===== config.mk =====
export PLATFORM = sky130hd
export DESIGN_NAME = uart_rx_fifo
export DESIGN_NICKNAME = d
export VERILOG_FILES = /design/src/rtl/uart_pkg.sv /design/src/rtl/byte_fifo.sv /design/src/rtl/uart_rx_fifo.sv
export SDC_FILE = /design/constraint.sdc
export NUM_CORES = 1
export LEC_CHECK = 0
export ABC_AREA = 1
export CAP_MARGIN = 30
export CORE_ASPECT_RATIO = 0.6
export CORE_MARGIN = 5
export CORE_UTILIZATION = 40
export DETAILED_ROUTE_END_ITERATION = 10
export PLACE_DENSITY_LB_ADDON = 0.12
export RECOVER_POWER = 100
export SLEW_MARGIN = 5
export SYNTH_ARGS = -nofsm -noshare
export SYNTH_HDL_FRONTEND = slang
export SYNTH_HIERARCHICAL = 1
export SYNTH_SLANG_ARGS = --single-unit

===== constraint.sdc =====
create_clock -name clock -period 3.4 [get_ports clock]
set_input_delay 0.68 -clock clock [delete_from_list [all_inputs] [get_ports clock]]
set_output_delay 0.68 -clock clock [all_outputs]
set_load 0.05 [all_outputs]

===== src/rtl/uart_pkg.sv =====
//------------------------------------------------------------------------------
// uart_pkg : shared types and constants for the UART receive path
// Rev 1.0
//------------------------------------------------------------------------------
`default_nettype none

package uart_pkg;

    typedef enum logic [2:0] {
        WAIT_IDLE = 3'd0,
        IDLE      = 3'd1,
        START     = 3'd2,
        DATA      = 3'd3,
        STOP      = 3'd4
    } rx_state_t;

    localparam int UART_CLKS_PER_BIT_25M = 217;
    localparam int UART_DATA_BITS        = 8;

    function automatic logic maj3(input logic a, input logic b, input logic c);
        return (a & b) | (a & c) | (b & c);
    endfunction

endpackage

`default_nettype wire


===== src/rtl/byte_fifo.sv =====
//------------------------------------------------------------------------------
// byte_fifo : synchronous first-word-fall-through byte FIFO, 2^DEPTH_LOG2 deep
// Rev 1.0
//------------------------------------------------------------------------------
`default_nettype none

module byte_fifo #(
    parameter int DEPTH_LOG2 = 4
) (
    input  logic                  clock,
    input  logic                  reset,
    input  logic                  push,
    input  logic [7:0]            push_data,
    input  logic                  pop,
    output logic [7:0]            head,
    output logic                  valid,
    output logic                  full,
    output logic [DEPTH_LOG2:0]   level
);

    localparam int                    DEPTH      = 1 << DEPTH_LOG2;
    localparam logic [DEPTH_LOG2:0]   C_FULL     = (DEPTH_LOG2 + 1)'(DEPTH);
    localparam logic [DEPTH_LOG2:0]   C_LVL_ONE  = (DEPTH_LOG2 + 1)'(1);
    localparam logic [DEPTH_LOG2-1:0] C_PTR_ONE  = DEPTH_LOG2'(1);

    logic [7:0]            r_mem [DEPTH];
    logic [DEPTH_LOG2-1:0] r_wr_ptr;
    logic [DEPTH_LOG2-1:0] r_rd_ptr;
    logic [DEPTH_LOG2:0]   r_level;
    logic                  w_do_pop;
    logic                  w_do_push;

    assign valid     = (r_level != '0);
    assign full      = (r_level == C_FULL);
    assign level     = r_level;
    assign head      = r_mem[r_rd_ptr];
    assign w_do_pop  = pop & valid;
    // A pop in the same cycle frees the head slot, so a full FIFO can still accept.
    assign w_do_push = push & (~full | w_do_pop);

    always_ff @(posedge clock) begin
        if (w_do_push) begin
            r_mem[r_wr_ptr] <= push_data;
        end
    end

    always_ff @(posedge clock) begin
        if (reset) begin
            r_wr_ptr <= '0;
            r_rd_ptr <= '0;
            r_level  <= '0;
        end else begin
            if (w_do_push) begin
                r_wr_ptr <= r_wr_ptr + C_PTR_ONE;
            end
            if (w_do_pop) begin
                r_rd_ptr <= r_rd_ptr + C_PTR_ONE;
            end
            if (w_do_push && !w_do_pop) begin
                r_level <= r_level + C_LVL_ONE;
            end else if (w_do_pop && !w_do_push) begin
                r_level <= r_level - C_LVL_ONE;
            end
        end
    end

endmodule

`default_nettype wire


===== src/rtl/uart_rx_fifo.sv =====
//------------------------------------------------------------------------------
// uart_rx_fifo : 8N1 UART receiver with FWFT byte FIFO, framing/overflow flags
// Optional macro UART_RX_MAJORITY_EN: 2-of-3 majority sampling (+1 cycle latency)
// Rev 1.0
//------------------------------------------------------------------------------
`default_nettype none

module uart_rx_fifo
    import uart_pkg::*;
#(
    parameter int CLKS_PER_BIT    = UART_CLKS_PER_BIT_25M,
    parameter int FIFO_DEPTH_LOG2 = 4
) (
    input  logic                       clock,
    input  logic                       reset,
    input  logic                       uart_rx_pin,
    output logic [7:0]                 rd_data,
    output logic                       rd_valid,
    input  logic                       rd_ready,
    output logic                       framing_error,
    output logic                       overflow,
    output logic [FIFO_DEPTH_LOG2:0]   fifo_level
);

    localparam logic [15:0] C_BIT_LAST = 16'(CLKS_PER_BIT - 1);
    localparam logic [2:0]  C_LAST_BIT = 3'(UART_DATA_BITS - 1);
`ifdef UART_RX_MAJORITY_EN
    localparam logic [15:0] C_START_AT = 16'((CLKS_PER_BIT - 1) / 2 + 1);
`else
    localparam logic [15:0] C_START_AT = 16'((CLKS_PER_BIT - 1) / 2);
`endif

    logic        r_sync1;
    logic        r_rxs;
    rx_state_t   r_state;
    rx_state_t   w_state_nx;
    logic [15:0] r_cnt;
    logic [15:0] w_cnt_nx;
    logic [2:0]  r_bitn;
    logic [2:0]  w_bitn_nx;
    logic [7:0]  r_shreg;
    logic [7:0]  w_shreg_nx;
    logic        r_framing_error;
    logic        r_overflow;
    logic        w_samp;
    logic        w_push;
    logic        w_frame_err;
    logic        w_fifo_full;
    logic        w_overflow;

`ifdef UART_RX_MAJORITY_EN
    logic [1:0]  r_hist;

    // Decisions fire one cycle late, so the whole bit grid is shifted by one and
    // r_hist[1], r_hist[0], r_rxs are the nominal -1, 0, +1 samples.
    always_ff @(posedge clock) begin
        if (reset) begin
            r_hist <= 2'b11;
        end else begin
            r_hist <= {r_hist[0], r_rxs};
        end
    end

    assign w_samp = maj3(r_hist[1], r_hist[0], r_rxs);
`else
    assign w_samp = r_rxs;
`endif

    always_comb begin
        w_state_nx  = r_state;
        w_cnt_nx    = r_cnt + 16'd1;
        w_bitn_nx   = r_bitn;
        w_shreg_nx  = r_shreg;
        w_push      = 1'b0;
        w_frame_err = 1'b0;
        unique case (r_state)
            WAIT_IDLE: begin
                w_cnt_nx = '0;
                if (r_rxs) w_state_nx = IDLE;
            end
            IDLE: begin
                w_cnt_nx = '0;
                if (!r_rxs) w_state_nx = START;
            end
            START: begin
                if (r_cnt == C_START_AT) begin
                    w_cnt_nx   = '0;
                    w_bitn_nx  = '0;
                    w_state_nx = w_samp ? IDLE : DATA;
                end
            end
            DATA: begin
                if (r_cnt == C_BIT_LAST) begin
                    w_cnt_nx   = '0;
                    w_shreg_nx = {w_samp, r_shreg[7:1]};
                    w_bitn_nx  = r_bitn + 3'd1;
                    if (r_bitn == C_LAST_BIT) w_state_nx = STOP;
                end
            end
            STOP: begin
                if (r_cnt == C_BIT_LAST) begin
                    w_cnt_nx    = '0;
                    w_push      = w_samp;
                    w_frame_err = ~w_samp;
                    w_state_nx  = w_samp ? IDLE : WAIT_IDLE;
                end
            end
            default: begin
                w_cnt_nx   = '0;
                w_state_nx = WAIT_IDLE;
            end
        endcase
    end

    assign w_overflow = w_push & w_fifo_full & ~(rd_valid & rd_ready);

    always_ff @(posedge clock) begin
        if (reset) begin
            r_sync1         <= 1'b1;
            r_rxs           <= 1'b1;
            r_state         <= WAIT_IDLE;
            r_cnt           <= '0;
            r_bitn          <= '0;
            r_shreg         <= '0;
            r_framing_error <= 1'b0;
            r_overflow      <= 1'b0;
        end else begin
            r_sync1         <= uart_rx_pin;
            r_rxs           <= r_sync1;
            r_state         <= w_state_nx;
            r_cnt           <= w_cnt_nx;
            r_bitn          <= w_bitn_nx;
            r_shreg         <= w_shreg_nx;
            r_framing_error <= w_frame_err;
            r_overflow      <= w_overflow;
        end
    end

    assign framing_error = r_framing_error;
    assign overflow      = r_overflow;

    byte_fifo #(
        .DEPTH_LOG2 (FIFO_DEPTH_LOG2)
    ) u_fifo (
        .clock     (clock),
        .reset     (reset),
        .push      (w_push),
        .push_data (w_shreg_nx),
        .pop       (rd_ready),
        .head      (rd_data),
        .valid     (rd_valid),
        .full      (w_fifo_full),
        .level     (fifo_level)
    );

endmodule

`default_nettype wire


==> results by group <==
Power and ir drop
  – Switch Pwr: 989.3 uW
  – Clk pwr share: 43.4%
  – Leak pwr: 0.003428 uW
  – Sw frac: 22.14%
  – P_int: 3479 uW
  – Logic pwr share: 4.2%
  – Sequential share of power: 52.5%
  – Worst vdd ir: 297.0 uV
  – Power Density: 505.6 mW/mm^2

Worst setup path
  – RR Endpoint: u_fifo/r_mem[5][7]
  – CP Launch Type: flip-flop
  – R2R Setup Slk: 0.36 ns
  – Worst r2r src: r_cnt[0]
  – WS Path Type: flip-flop to output pin
  – Critical Path End Type: output pin
  – Critical Path AT: 2.45 ns
  – Worst path required time: 2.72 ns
  – Worst Reg-to-Reg Cells: 12
  – Max FO, Critical Path: 82

Clock network
  – CTS Hold Bufs: 0
  – CTS clk-pin slew, worst paths: 0.07 ns
  – Post-cts resize count: 0
  – CTS Buffer Depth: 2
  – Post-CTS Setup Inserts: 0
  – Clock sink count: 179
  – Root Driver: clkbuf_16
  – CTS tree: built
  – Worst skew pair latency: 0.42 ns
  – CTS Buf Count: 17
  – H-tree levels: 4

Min path
  – Hold path start: r_sync1
  – Hold Path Sink: r_rxs
  – Hold path depth: 1
  – Hold Crit Class: flip-flop to flip-flop

Floorplanning
  – Core Footprint: 0.01923 sq mm
  – Die Height: 118.8 microns
  – Std-Cell Rows: 39
  – Initial Util: 41.04%
  – Die width: 191.3 microns
  – Full die area: 0.02273 sq mm
  – Ports: 20

Synthesis
  – Largest family of logic cells by synthesized area: simple AND/OR/NAND/NOR gates
  – Cells after Synth: 804
  – Multiplexer share of the synthesized area: 0%
  – Sequential-to-total area share from yosys stat: 61.66%
  – Post-synthesis xor/xnor area fraction: 1.110%
  – Post-synth top area cell: edfxtp_1
  – Number of synthesis warnings: 6
  – Synth Net Count: 822
  – Yosys cell types: 39
  – Seq cells post-synth: 179
  – Compound-Gate Fraction of Synth Area: 6.629%
  – Proportion of netlist area held by the largest area contributor: 48.72%
  – Synthesized area: 0.007890 sq mm
  – Synth area leaders: edfxtp_1 49%, dfxtp_1 13%, nand2_1 8.5%
  – Synth Area in Simple Gates: 22.04%
  – Adder-cell share of the synthesized area: 2.315%
  – Syn_area_per_cell: 9.814 sq um

Placement
  – Port Buffer Count: 19
  – Placer congestion estimate: 0.7926
  – DPL Wire Length: 11.54 mm
  – Number of cells after detailed placement: 1,083
  – Placed cell areas: 0.008371 sq mm

STA
  – Slew Limit Fails: 0
  – Slew headroom: 42.74%
  – Final hold vios: 0
  – Final Setup Violations: 0
  – Final min period: 3.134 ns
  – RSZ-0062 raised after global routing: no
  – Post-Route Setup TNS: 0 ns
  – Worst-Margin Slew: 0.8589 ns
  – Skew final: 0.01020 ns
  – Fmax: 319.1 MHz
  – Tcrit/Tclk final: 92.17%

Cells and area
  – Most common cell after layout, fill and taps aside: nand2_1
  – Diodes inserted: 0
  – Final Non-Filler Cells: 1,115
  – Commonest non-fill, non-tap cells in the layout: 181 x nand2_1, 128 x edfxtp_1, 113 x nor2_1, 68 x inv_1, 67 x nand3_1
  – Fraction of layout cells with a size suffix above 1: 7.538%
  – Area growth syn-to-layout: 12.02%
  – Core Util, Final: 45.97%
  – Fin area: 0.008838 sq mm
  – Nets: 854

Global routing
  – Total grt overflow: 0
  – Met3 usage: 3.388%
  – First-pass GRT wire length: 28.11 mm
  – Global-route layer with the greatest usage: met1
  – Pin count of the biggest net entering global routing: 83
  – GRT Util Overall: 15.84%
  – Met2 GRT Util: 23.38%
  – Initial antenna violation count: 1
  – GR Layer Usage met1: 23.99%
  – Number of global-route vias before repair: 5,285

Detailed routing
  – DRC errors left: 0
  – Detailed Route Iter0 Violations: 378
  – Drt pass-1 iters: 5
  – Routed WL: 17.28 mm
  – Vias per cell: 4.896
  – Post-DRT Antenna Nets: 0
  – Wire per inst: 15.50 microns
  – DR vias: 5,459

Run
  – MaxCap Viol Count: 0

Run status
  – Status: finished clean
## cell families after synthesis
| logic type | after synthesis |
|---|---|
| XOR/XNOR | 10 |
| adder cells (fa/ha/maj) | 14 |
| AND/OR/NAND/NOR | 407 |
| buffers and inverters | 103 |
| AO/OA/AOI/OAI | 91 |
| flip-flops | 179 |
## synthesized netlist by cell type (all sizes together)
master  count
or2         3
nand4       6
fa          1
nand2     184
dfxtp      51
o21bai      1
xor2        8
nand3      67
a31oi       2
buf        24
inv        73
nand3b      1
and3        1
a21oi      23
xnor2       2
a22oi       2
nor3       23
edfxtp    128
clkbuf      6
o21ai      45
ha         13
o22ai       1
nor2      120
nor3b       2
o211ai     17
## cell type report
type / count / area [sq um]
fillers: 1842 / 10390
flip-flops and latches: 179 / 4866
multi-input cells: 522 / 2501
clock buffers: 18 / 429.2
well taps: 266 / 332.8
repair buffers: 43 / 280.3
inverters: 73 / 276.5
clock inverters: 14 / 152.6
## power by group through the flow
| stage | logic, uW | registers, uW | clock network [uW] |
|---|---|---|---|
| after floorplan | 160 | 2390 | 0 |
| after global placement | 188 | 2390 | 0 |
| after detailed placement | 193 | 2390 | 0 |
| after CTS | 193 | 2340 | 1990 |
| after global routing | 215 | 2340 | 2090 |
| final | 186 | 2340 | 1940 |
## registers in the layout, summed over array words and instances, names as in the netlist, named ones only
name and flops:
r_state 3, framing_error 1, overflow 1, r_shreg 8, u_fifo/level 5, r_bitn 3
u_fifo/r_mem 128, r_rxs 1, r_sync1 1, u_fifo/r_rd_ptr 4, u_fifo/r_wr_ptr 4, r_cnt 16
## metrics by stage
stage	hold slack [ns]	total power (uW)	worst slack, ns
after floorplan	0.3895	2549	0.7327
after global placement	0.3963	2580	0.5465
after detailed placement	0.3984	2584	0.5086
after CTS	0.4172	4524	0.3351
after global routing	0.4254	4651	0.06796
final	0.4128	4468	0.2664
## worst max-delay path, stage by stage, from the launching register on
cell and delay [ns]:
dfxtp_2 0.33, buf_4 0.64, nand2_1 0.12, nand2_1 0.11, nand2_1 0.05, nand3_1 0.11, nand3_1 0.16, nand2_1 0.15
clkbuf_2 0.29
## layer usage
layer	part of all wire [%]	up-vias
met5	0	-
met1	52	2600
li1	-	2766
met3	4.1	10
met2	43	83
met4	0.68	0
## worst max path at each step
stage	start	to	slack, ns	cells after the start
2_1_floorplan	u_fifo/level[0]	u_fifo/level[4]	0.73	12
3_3_place_gp	rd_ready	u_fifo/level[4]	0.55	14
3_5_place_dp	rd_ready	u_fifo/level[4]	0.51	14
4_1_cts	flip-flop	rd_data[3]	0.34	8
5_1_grt	flip-flop	rd_data[1]	0.07	8
6_report	flip-flop	rd_data[1]	0.27	8
(Power assumes the default switching activity.)
